**src/rtl/poly_seg_seq_if.sv**
```systemverilog
// Command/sample bus of the polynomial segment sequencer.
// The slave modport is the sequencer's view; the master modport drives commands and observes samples.
interface poly_seg_seq_if #(
  parameter int BC = 16,
  parameter int BT = 16,
  parameter int BN = 16
);
  logic          s_valid, s_ready;
  logic [BC-1:0] s_c0, s_c1, s_c2, s_c3, s_c4, s_c5;
  logic [BN-1:0] s_n;
  logic [BT-1:0] s_dt;
  logic [BT-1:0] m_t;
  logic [BC-1:0] m_c0, m_c1, m_c2, m_c3, m_c4, m_c5;
  logic          y_valid, y_last, busy;

  modport slave (
    input  s_valid, s_c0, s_c1, s_c2, s_c3, s_c4, s_c5, s_n, s_dt,
    output s_ready, m_t, m_c0, m_c1, m_c2, m_c3, m_c4, m_c5, y_valid, y_last, busy
  );
  modport master (
    output s_valid, s_c0, s_c1, s_c2, s_c3, s_c4, s_c5, s_n, s_dt,
    input  s_ready, m_t, m_c0, m_c1, m_c2, m_c3, m_c4, m_c5, y_valid, y_last, busy
  );
endinterface

```
**src/rtl/poly_seg_seq.sv**
```systemverilog
// Segment sequencer for the 5th-order polynomial evaluator: ramps t, skews coefficients per MAC stage, tags valid/last.
// Optional POLY_SEG_SEQ_STATS_EN adds underrun_cnt / seg_cnt counters.
module poly_seg_dly #(
  parameter int W = 16,
  parameter int D = 1
) (
  input  logic         clk,
  input  logic         rst,
  input  logic [W-1:0] d,
  output logic [W-1:0] q
);
  logic [D-1:0][W-1:0] sr;

  always_ff @(posedge clk or posedge rst) begin
    if (rst) sr <= '0;
    else begin
      sr[0] <= d;
      for (int i = 1; i < D; i++) sr[i] <= sr[i-1];
    end
  end

  assign q = sr[D-1];
endmodule

module poly_seg_seq #(
  parameter int BC        = 16,
  parameter int BT        = 16,
  parameter int BN        = 16,
  parameter int STAGE_LAT = 2,
  parameter int NSTAGE    = 5,
  parameter int OUT_LAT   = 1
) (
  input logic          clk,
  input logic          rst,
  poly_seg_seq_if.slave io
`ifdef POLY_SEG_SEQ_STATS_EN
  ,
  output logic [15:0]  underrun_cnt,
  output logic [15:0]  seg_cnt
`endif
);
  localparam int NC = NSTAGE + 1;
  localparam int L  = NSTAGE*STAGE_LAT + OUT_LAT;

  // c5 and c4 both feed stage 0; each later coefficient waits one more stage.
  function automatic int skew(int k);
    return (k >= NSTAGE-1) ? 0 : (NSTAGE-1-k)*STAGE_LAT;
  endfunction

  typedef enum logic {IDLE, RUN} st_t;

  st_t                   st;
  logic                  rdy_en, sh_full;
  logic [NC-1:0][BC-1:0] cmd_c, sh_c, act_c, dly_q;
  logic [BN-1:0]         sh_n, cnt;
  logic [BT-1:0]         sh_dt, dt, t_acc;
  logic [L:0]            vld_pipe, lst_pipe;
  logic                  take, sh_go, sh_drop, issue, fin, load, busy;

  assign cmd_c   = {io.s_c5, io.s_c4, io.s_c3, io.s_c2, io.s_c1, io.s_c0};
  assign io.s_ready = rdy_en & ~sh_full;
  assign take    = io.s_valid & io.s_ready;
  assign sh_go   = sh_full & (sh_n != '0);
  assign sh_drop = sh_full & (sh_n == '0);
  assign issue   = (st == RUN);
  assign fin     = issue & (cnt == BN'(1));
  // Loading alongside the last issue gives zero-gap back-to-back segments.
  assign load    = sh_go & ((st == IDLE) | fin);
  assign busy    = (st == RUN) | (|vld_pipe);

  always_ff @(posedge clk or posedge rst) begin
    if (rst) begin
      st       <= IDLE;
      rdy_en   <= 1'b0;
      sh_full  <= 1'b0;
      sh_c     <= '0;
      sh_n     <= '0;
      sh_dt    <= '0;
      act_c    <= '0;
      dt       <= '0;
      cnt      <= '0;
      t_acc    <= '0;
      io.m_t   <= '0;
      vld_pipe <= '0;
      lst_pipe <= '0;
    end else begin
      rdy_en <= 1'b1;
      if (take) begin
        sh_full <= 1'b1;
        sh_c    <= cmd_c;
        sh_n    <= io.s_n;
        sh_dt   <= io.s_dt;
      end else if (load | sh_drop) begin
        sh_full <= 1'b0;
      end
      if (issue) begin
        io.m_t <= t_acc;
        t_acc  <= t_acc + dt;
        cnt    <= cnt - BN'(1);
      end
      if (load) begin
        act_c <= sh_c;
        dt    <= sh_dt;
        cnt   <= sh_n;
        t_acc <= '0;
        st    <= RUN;
      end else if (fin) begin
        st <= IDLE;
      end
      vld_pipe <= {vld_pipe[L-1:0], issue};
      lst_pipe <= {lst_pipe[L-1:0], fin};
    end
  end

  for (genvar k = 0; k < NC; k++) begin : g_lane
    poly_seg_dly #(.W(BC), .D(skew(k) + 1)) u_dly (
      .clk (clk),
      .rst (rst),
      .d   (act_c[k]),
      .q   (dly_q[k])
    );
  end

  assign io.m_c0    = dly_q[0];
  assign io.m_c1    = dly_q[1];
  assign io.m_c2    = dly_q[2];
  assign io.m_c3    = dly_q[3];
  assign io.m_c4    = dly_q[4];
  assign io.m_c5    = dly_q[5];
  assign io.y_valid = vld_pipe[L];
  assign io.y_last  = lst_pipe[L];
  assign io.busy    = busy;

`ifdef POLY_SEG_SEQ_STATS_EN
  always_ff @(posedge clk or posedge rst) begin
    if (rst) begin
      underrun_cnt <= '0;
      seg_cnt      <= '0;
    end else begin
      if ((st == IDLE) && busy && (underrun_cnt != 16'hFFFF)) underrun_cnt <= underrun_cnt + 16'd1;
      if (load) seg_cnt <= seg_cnt + 16'd1;
    end
  end
`endif
endmodule
```
**src/flat_wrapper.sv**
```systemverilog
// flat-port wrapper written by rule: the top's interface ports become plain ports
module poly_seg_seq_flat 
#(
  parameter int BC        = 16,
  parameter int BT        = 16,
  parameter int BN        = 16,
  parameter int STAGE_LAT = 2,
  parameter int NSTAGE    = 5,
  parameter int OUT_LAT   = 1
)
  (clk, rst, io_s_valid, io_s_c0, io_s_c1, io_s_c2, io_s_c3, io_s_c4, io_s_c5, io_s_n, io_s_dt, io_s_ready, io_m_t, io_m_c0, io_m_c1, io_m_c2, io_m_c3, io_m_c4, io_m_c5, io_y_valid, io_y_last, io_busy);
  poly_seg_seq_if #(.BC(BC), .BT(BT), .BN(BN)) io_i ();
  input logic clk;
  input logic rst;
  input wire logic [$bits(io_i.s_valid)-1:0] io_s_valid;
  input wire logic [$bits(io_i.s_c0)-1:0] io_s_c0;
  input wire logic [$bits(io_i.s_c1)-1:0] io_s_c1;
  input wire logic [$bits(io_i.s_c2)-1:0] io_s_c2;
  input wire logic [$bits(io_i.s_c3)-1:0] io_s_c3;
  input wire logic [$bits(io_i.s_c4)-1:0] io_s_c4;
  input wire logic [$bits(io_i.s_c5)-1:0] io_s_c5;
  input wire logic [$bits(io_i.s_n)-1:0] io_s_n;
  input wire logic [$bits(io_i.s_dt)-1:0] io_s_dt;
  output wire logic [$bits(io_i.s_ready)-1:0] io_s_ready;
  output wire logic [$bits(io_i.m_t)-1:0] io_m_t;
  output wire logic [$bits(io_i.m_c0)-1:0] io_m_c0;
  output wire logic [$bits(io_i.m_c1)-1:0] io_m_c1;
  output wire logic [$bits(io_i.m_c2)-1:0] io_m_c2;
  output wire logic [$bits(io_i.m_c3)-1:0] io_m_c3;
  output wire logic [$bits(io_i.m_c4)-1:0] io_m_c4;
  output wire logic [$bits(io_i.m_c5)-1:0] io_m_c5;
  output wire logic [$bits(io_i.y_valid)-1:0] io_y_valid;
  output wire logic [$bits(io_i.y_last)-1:0] io_y_last;
  output wire logic [$bits(io_i.busy)-1:0] io_busy;
  assign io_i.s_valid = io_s_valid;
  assign io_i.s_c0 = io_s_c0;
  assign io_i.s_c1 = io_s_c1;
  assign io_i.s_c2 = io_s_c2;
  assign io_i.s_c3 = io_s_c3;
  assign io_i.s_c4 = io_s_c4;
  assign io_i.s_c5 = io_s_c5;
  assign io_i.s_n = io_s_n;
  assign io_i.s_dt = io_s_dt;
  assign io_s_ready = io_i.s_ready;
  assign io_m_t = io_i.m_t;
  assign io_m_c0 = io_i.m_c0;
  assign io_m_c1 = io_i.m_c1;
  assign io_m_c2 = io_i.m_c2;
  assign io_m_c3 = io_i.m_c3;
  assign io_m_c4 = io_i.m_c4;
  assign io_m_c5 = io_i.m_c5;
  assign io_y_valid = io_i.y_valid;
  assign io_y_last = io_i.y_last;
  assign io_busy = io_i.busy;
  poly_seg_seq #(.BC(BC), .BT(BT), .BN(BN), .STAGE_LAT(STAGE_LAT), .NSTAGE(NSTAGE), .OUT_LAT(OUT_LAT)) u_core (.clk(clk), .rst(rst), .io(io_i));
endmodule
```
**config.mk**
```make
export PLATFORM = sky130hd
export DESIGN_NAME = poly_seg_seq_flat
export DESIGN_NICKNAME = d
export VERILOG_FILES = /design/src/rtl/poly_seg_seq_if.sv /design/src/rtl/poly_seg_seq.sv /design/src/flat_wrapper.sv
export SDC_FILE = /design/constraint.sdc
export NUM_CORES = 1
export LEC_CHECK = 0
export ABC_AREA = 0
export CAP_MARGIN = 20
export CORE_MARGIN = 1.5
export CORE_UTILIZATION = 50
export DETAILED_ROUTE_END_ITERATION = 12
export PLACE_DENSITY = 0.75
export SLEW_MARGIN = 20
export SYNTH_ARGS = -nofsm -noshare
export SYNTH_HDL_FRONTEND = slang
export SYNTH_SLANG_ARGS = --single-unit
```
**constraint.sdc**
```tcl
create_clock -name clk -period 23.4 [get_ports clk]
set_input_delay 4.68 -clock clk [delete_from_list [all_inputs] [get_ports clk]]
set_output_delay 4.68 -clock clk [all_outputs]
set_load 0.1 [all_outputs]
```
==> impl_metrics.env, run 1 <==
export IMPL_crit_type="input port to asynchronous set/reset pin"
export IMPL_dp_hpwl_um=24790
export IMPL_finalHoldViolations=0
export IMPL_grt_max_degree=98
export IMPL_post_cts_buffers=0
export IMPL_synth_ff_type="dfrtp_1"
export IMPL_holdCritPathClass="register to register"
export IMPL_post_place_ws_ns=13.90
export IMPL_detail_route_first_pass_iterations=4
export IMPL_synth_nets=1700
export IMPL_synthSimpleGateAreaFrac=0.07328
export IMPL_p_leak_uw=0.01378
export IMPL_die_w_um=219.6
export IMPL_drive_gt1_frac=0.1526
export IMPL_rrSetupSlack_ns=19.84
export IMPL_cp_arrival_ns=8.78
export IMPL_htree_levels=3
export IMPL_cts_resized=0
export IMPL_max_freq_ghz=0.1232
export IMPL_cts_sinks=731
export IMPL_synth_xor_area_frac=0.005226
export IMPL_nNetsFinal=1919
export IMPL_netlist_area_mm2=0.02346
export IMPL_drc=0
export IMPL_drt_wl_total_um=42080
export IMPL_r2r_start="u_core.cnt[7]"
export IMPL_start_util=0.5050
export IMPL_viasPerCell=4.879
export IMPL_ys_ff_latch=731
export IMPL_final_cell_mix="dfrtp_1 (731), nand2_1 (360), clkdlybuf4s50_1 (246)"
export IMPL_rsz0062_at_grt="false"
export IMPL_grt_pass1_wl_um=67530
export IMPL_holdBufCountCts=0
export IMPL_synth_fa_ha_area_frac=0.009919
export IMPL_min_delay_start="u_core.g_lane[2].u_dly.sr[28]"
export IMPL_holdPathEnd="u_core.g_lane[2].u_dly.sr[44]"
export IMPL_seq_area_frac_synth=0.7797
export IMPL_layout_setup_ws_ns=15.29
export IMPL_synthMuxAreaShare=0.06912
export IMPL_relSlewSlack=0.2301
export IMPL_syn_to_final_growth_pct=21.46
export IMPL_cts_buffer_depth=3
export IMPL_core_mm2=0.04646
export IMPL_synth_cell_types=59
export IMPL_place_congestion=0.8196
export IMPL_portBuffers=246
export IMPL_grt_overflow=0
export IMPL_cpPeakStageDelay_ns=0.79
export IMPL_synth_top_family_by_area="simple AND/OR/NAND/NOR gates"
export IMPL_post_route_period_util=0.3467
export IMPL_die_area_mm2=0.04823
export IMPL_timing_critical_path_from="rst"
export IMPL_io_pins=247
export IMPL_critPathSlowestCell="buf_4"
export IMPL_fin_skew_ns=0.02348
export IMPL_synth_compound_area_share=0.02773
export IMPL_avgSynthCellArea_um2=15.13
export IMPL_cp_start_kind="input port"
export IMPL_crit_chain="clkdlybuf4s50_1, clkinvlp_4, buf_6, buf_6, buf_4, buf_4"
export IMPL_cts_made_buffers=72
export IMPL_worstPathRequired_ns=24.06
export IMPL_min_path_cells=0
export IMPL_detail_route_antenna_nets=0
export IMPL_grt_pass1_vias=12630
export IMPL_path_clk_slew_ns=0.06
export IMPL_vias=11900
export IMPL_tightest_slew_ns=1.151
export IMPL_holdWs_ns=0.3351
export IMPL_cp_end_kind="asynchronous set/reset pin"
export IMPL_setup_viol=0
export IMPL_syn_inst=1551
export IMPL_drtIter0Drc=816
export IMPL_drv_slew=0
export IMPL_ys_warnings_count=0
export IMPL_layout_commonest_cell="dfrtp_1"
export IMPL_max_cap_violations=0
export IMPL_status="completed"
export IMPL_grt_antenna_before_repair=8
export IMPL_synth_edf_count=0
export IMPL_cts_tree="built"
export IMPL_powerDensity_mw_per_mm2=156.1
export IMPL_final_setup_tns_ns=0
export IMPL_die_h_um=219.6
export IMPL_cp_max_fo=95
export IMPL_vdd_drop_max_mv=0.1038
export IMPL_r2r_cells=7
export IMPL_period_needed_ns=8.114
export IMPL_rr_endpoint="u_core.cnt[2]"
export IMPL_grtUsageTotal=0.1818
export IMPL_rows=79
export IMPL_wl_per_cell_um=17.26
export IMPL_clkLatencyLatePin_ns=0.60
export IMPL_async_reset_ff_frac=1.000
export IMPL_root_buffer="clkbuf_16"
[Yosys cell counts (3+ instances only)]
cell type	n	area, µm²
a21boi_0	3	22.52
a21o_1	7	52.55
a21oi_1	21	105.1
a22o_1	14	122.6
a31oi_1	3	18.77
and3_1	3	18.77
buf_1	3	11.26
buf_2	9	45.04
buf_4	66	495.5
buf_6	11	123.9
clkbuf_1	27	101.4
dfrtp_1	731	18290
ha_1	17	212.7
inv_1	7	26.28
mux2_2	144	1622
nand2_1	361	1355
nand3_1	10	50.05
nand4_1	5	31.28
nor2_1	12	45.04
nor3_1	8	40.04
nor4_1	7	43.79
o211ai_1	5	37.54
o21ai_0	17	85.08
o21ai_1	4	20.02
xnor2_1	8	70.07
xor2_1	6	52.55
[critical path: cells and delay by family]
kind	cells	cell delay [ns]
buf+inv	6	3.96
[layout make-up]
class / count / area, µm²
Timing Repair Buffer: 262 / 2601
Antenna cell: 3 / 7.507
Clock buffer: 110 / 2150
Clock inverter: 22 / 282.8
Inverter: 7 / 30.03
Fill cell: 3420 / 17960
Tap cell: 607 / 759.5
Sequential cell: 731 / 18290
Multi-Input combinational cell: 696 / 4373
[per-stage QoR]
stage | total power [µW] | cells | util | cell area (µm²)
finish | 4447 | 2438 | 0.6134 | 28500
global route | 4664 | 2436 | 0.6133 | 28490
CTS | 4498 | 2434 | 0.6127 | 28460
detailed placement | 3298 | 2302 | 0.5603 | 26030
global placement | 3238 | 2302 | 0.5603 | 26030
floorplan | 3030 | 1551 | - | 23470
[how the worst max path moves through the flow]
stage,end,cells past startpoint
floorplan,u_core.act_c[0],1
global placement,u_core.act_c[44],6
detailed placement,u_core.act_c[44],6
CTS,u_core.act_c[44],6
global route,u_core.g_lane[3].u_dly.sr[10],6
finish,u_core.g_lane[2].u_dly.q[14],6
[state kept, by name (all words and copies together), names as in the netlist]
name and cells:
u_core.lst_pipe 12, u_core.rdy_en 1, u_core.t_acc 16, u_core.act_c 96
u_core.g_lane.u_dly.q 96, u_core.g_lane.u_dly.sr 320, u_core.sh_dt 16, u_core.sh_n 16
u_core.vld_pipe 12, u_core.cnt 16, u_core.io.m_t 16, u_core.dt 16
u_core.sh_c 96, u_core.sh_full 1, u_core.issue 1
[metal layers]
metal / global-route usage / routed length (µm) / up-vias / part of all wire
met5: 0 / 87 / - / 0.0021
met4: 0.07211 / 945 / 12 / 0.022
met3: 0.05811 / 2823 / 66 / 0.067
met2: 0.2886 / 20670 / 292 / 0.49
met1: 0.2337 / 17550 / 6060 / 0.42
li1: - / - / 5465 / -
[cell families after synthesis]
logic type | Yosys count
multiplexers | 144
XOR/XNOR | 14
buffers and inverters | 124
AND/OR/NAND/NOR | 424
flip-flops | 731
other | 1
AO/OA/AOI/OAI | 95
adder cells (fa/ha/maj) | 18
[power by group]
part	total [µW]	switching, µW	internal, µW
Combinational	1260	871	385
Clock	1160	461	702
Sequential	2030	235	1790
Total	4450	1570	2880
No activity file was read; power rests on OpenSTA's default activity.
==> run 2, diff against run 1 <==
clock period = 6.55 ns   (was 23.4 ns; I/O delays follow)
==> impl_metrics.env, run 2 (synthesis results as in run 1) <==
export IMPL_grt_met3_usage=0.05507
export IMPL_holdCritPathClass="register to register"
export IMPL_layout_setup_ws_ns=2.572
export IMPL_worstPathRequired_ns=5.24
export IMPL_die_area_mm2=0.04823
export IMPL_htree_levels=3
export IMPL_grt_pass1_wl_um=68860
export IMPL_min_delay_start="u_core.g_lane[3].u_dly.sr[3]"
export IMPL_p_leak_uw=0.01384
export IMPL_cp_max_fo=30
export IMPL_cts_sinks=731
export IMPL_multi_input_comb_area_mm2=0.004373
export IMPL_critPathSlowestCell="clkdlybuf4s50_1"
export IMPL_detail_route_first_pass_iterations=5
export IMPL_cts_tree="built"
export IMPL_path_clk_slew_ns=0.06
export IMPL_start_util=0.5050
export IMPL_crit_chain="buf_4, nor4_1, nand4_1, clkdlybuf4s50_1"
export IMPL_vdd_drop_max_mv=0.4158
export IMPL_grt_antenna_before_repair=12
export IMPL_grt_pass1_vias=13050
export IMPL_viasPerCell=4.956
export IMPL_crit_type="register to primary output"
export IMPL_grt_util_met1=0.2260
export IMPL_cts_resized=0
export IMPL_timing_critical_path_from="u_core.issue"
export IMPL_cts_made_buffers=72
export IMPL_grt_max_degree=170
export IMPL_wl_per_cell_um=17.76
export IMPL_final_setup_tns_ns=0
export IMPL_core_mm2=0.04646
export IMPL_post_cts_buffers=0
export IMPL_post_route_period_util=0.6073
export IMPL_fin_skew_ns=0.02277
export IMPL_largest_reg_flops=320
export IMPL_cpPeakStageDelay_ns=0.99
export IMPL_drc=0
export IMPL_seqCellArea_mm2=0.01829
export IMPL_fillers=3373
export IMPL_grt_overflow=0
export IMPL_max_freq_ghz=0.2514
export IMPL_p_total_uw=16020
export IMPL_status="completed"
export IMPL_vias=12100
export IMPL_grt_busiest_layer="met2"
export IMPL_dp_cells=2305
export IMPL_fin_util=0.6158
export IMPL_drv_slew=0
export IMPL_holdBufCountCts=0
export IMPL_powerDensity_mw_per_mm2=560.0
export IMPL_nNetsFinal=1921
export IMPL_cp_arrival_ns=2.67
export IMPL_drive_gt1_frac=0.1591
export IMPL_root_buffer="clkbuf_16"
export IMPL_grtUsageTotal=0.1859
export IMPL_rows=79
export IMPL_period_needed_ns=3.978
export IMPL_setup_viol=0
export IMPL_portBuffers=246
export IMPL_drtIter0Drc=921
export IMPL_io_pins=247
export IMPL_detail_route_antenna_nets=0
export IMPL_layout_commonest_cell="dfrtp_1"
export IMPL_dp_hpwl_um=25830
export IMPL_die_h_um=219.6
export IMPL_place_congestion=0.8131
export IMPL_cp_end_kind="primary output"
export IMPL_layout_cells_non_filler=2442
export IMPL_r2r_start="u_core.cnt[7]"
export IMPL_cp_start_kind="register"
export IMPL_tightest_slew_ns=1.149
export IMPL_largest_register="u_core.g_lane.u_dly.sr"
export IMPL_rsz0062_at_grt="false"
export IMPL_max_cap_violations=0
export IMPL_post_place_ws_ns=2.953
export IMPL_clkLatencyLatePin_ns=0.61
export IMPL_relSlewSlack=0.2319
export IMPL_cts_buffer_depth=3
export IMPL_final_cell_mix="dfrtp_1 (731), nand2_1 (360), clkdlybuf4s50_1 (246)"
export IMPL_use_met2=0.3037
export IMPL_finalHoldViolations=0
export IMPL_die_w_um=219.6
export IMPL_syn_to_final_growth_pct=21.95
export IMPL_drt_wl_total_um=43360
-- run 2: changes by cell type in the layout (fill, tap and decap cells not counted), moves of 2 or more --
| cell | previous run | this run |
|---|---|---|
| diode_2 | 3 | 6 |
| buf_4 | 10 | 14 |
| inv_16 | 0 | 2 |
| buf_12 | 0 | 4 |
| clkbuf_1 | 22 | 11 |
| clkinv_2 | 11 | 14 |
| buf_6 | 5 | 0 |
| clkbuf_16 | 76 | 74 |
| clkbuf_8 | 12 | 15 |
-- run 2: metrics by stage --
step	cell area [µm²]	hold WS (ns)
2_1_floorplan	23470	0.3312
3_3_place_gp	26100	0.3313
3_5_place_dp	26100	0.3347
4_1_cts	28590	0.3339
5_1_grt	28610	0.3462
6_report	28610	0.3290
-- run 2: cell type report --
class / count / share of cell area
timing repair buffer: 264 / 0.09254
multi-input combinational: 696 / 0.1528
sequential: 731 / 0.6394
antenna: 6 / 0.0005248
clock buffer: 100 / 0.07338
inverter: 7 / 0.001050
tap: 607 / 0.02655
clock inverter: 31 / 0.01373
-- run 2: critical path: cells and delay by family, from the launching register on --
family	cells	cell delay (ns)
buf+inv	2	1.24
simple gates	2	0.46
flops	1	0.35
-- run 2: worst paths after layout --
path,to,slack [ns],depth (start not counted)
max in group asynchronous,u_core.g_lane[2].u_dly.q[9],3.81,4
setup reg to reg,u_core.cnt[2],3.05,7
setup / recovery,io_busy,2.57,4
hold / removal,u_core.g_lane[3].u_dly.sr[19],0.33,0
min in group asynchronous,u_core.lst_pipe[11],1.20,2
hold reg to reg,u_core.g_lane[3].u_dly.sr[19],0.33,0
-- run 2: power breakdown --
part / switching (µW) / internal, µW
sequential: 831 / 6410
clock: 1720 / 2540
combinational: 3140 / 1380
-- run 2: routing by layer --
metal,vias to the layer above,share of wire
met5,-,0.0017
met4,10,0.035
met3,102,0.064
met2,315,0.50
met1,6209,0.40
li1,5466,-
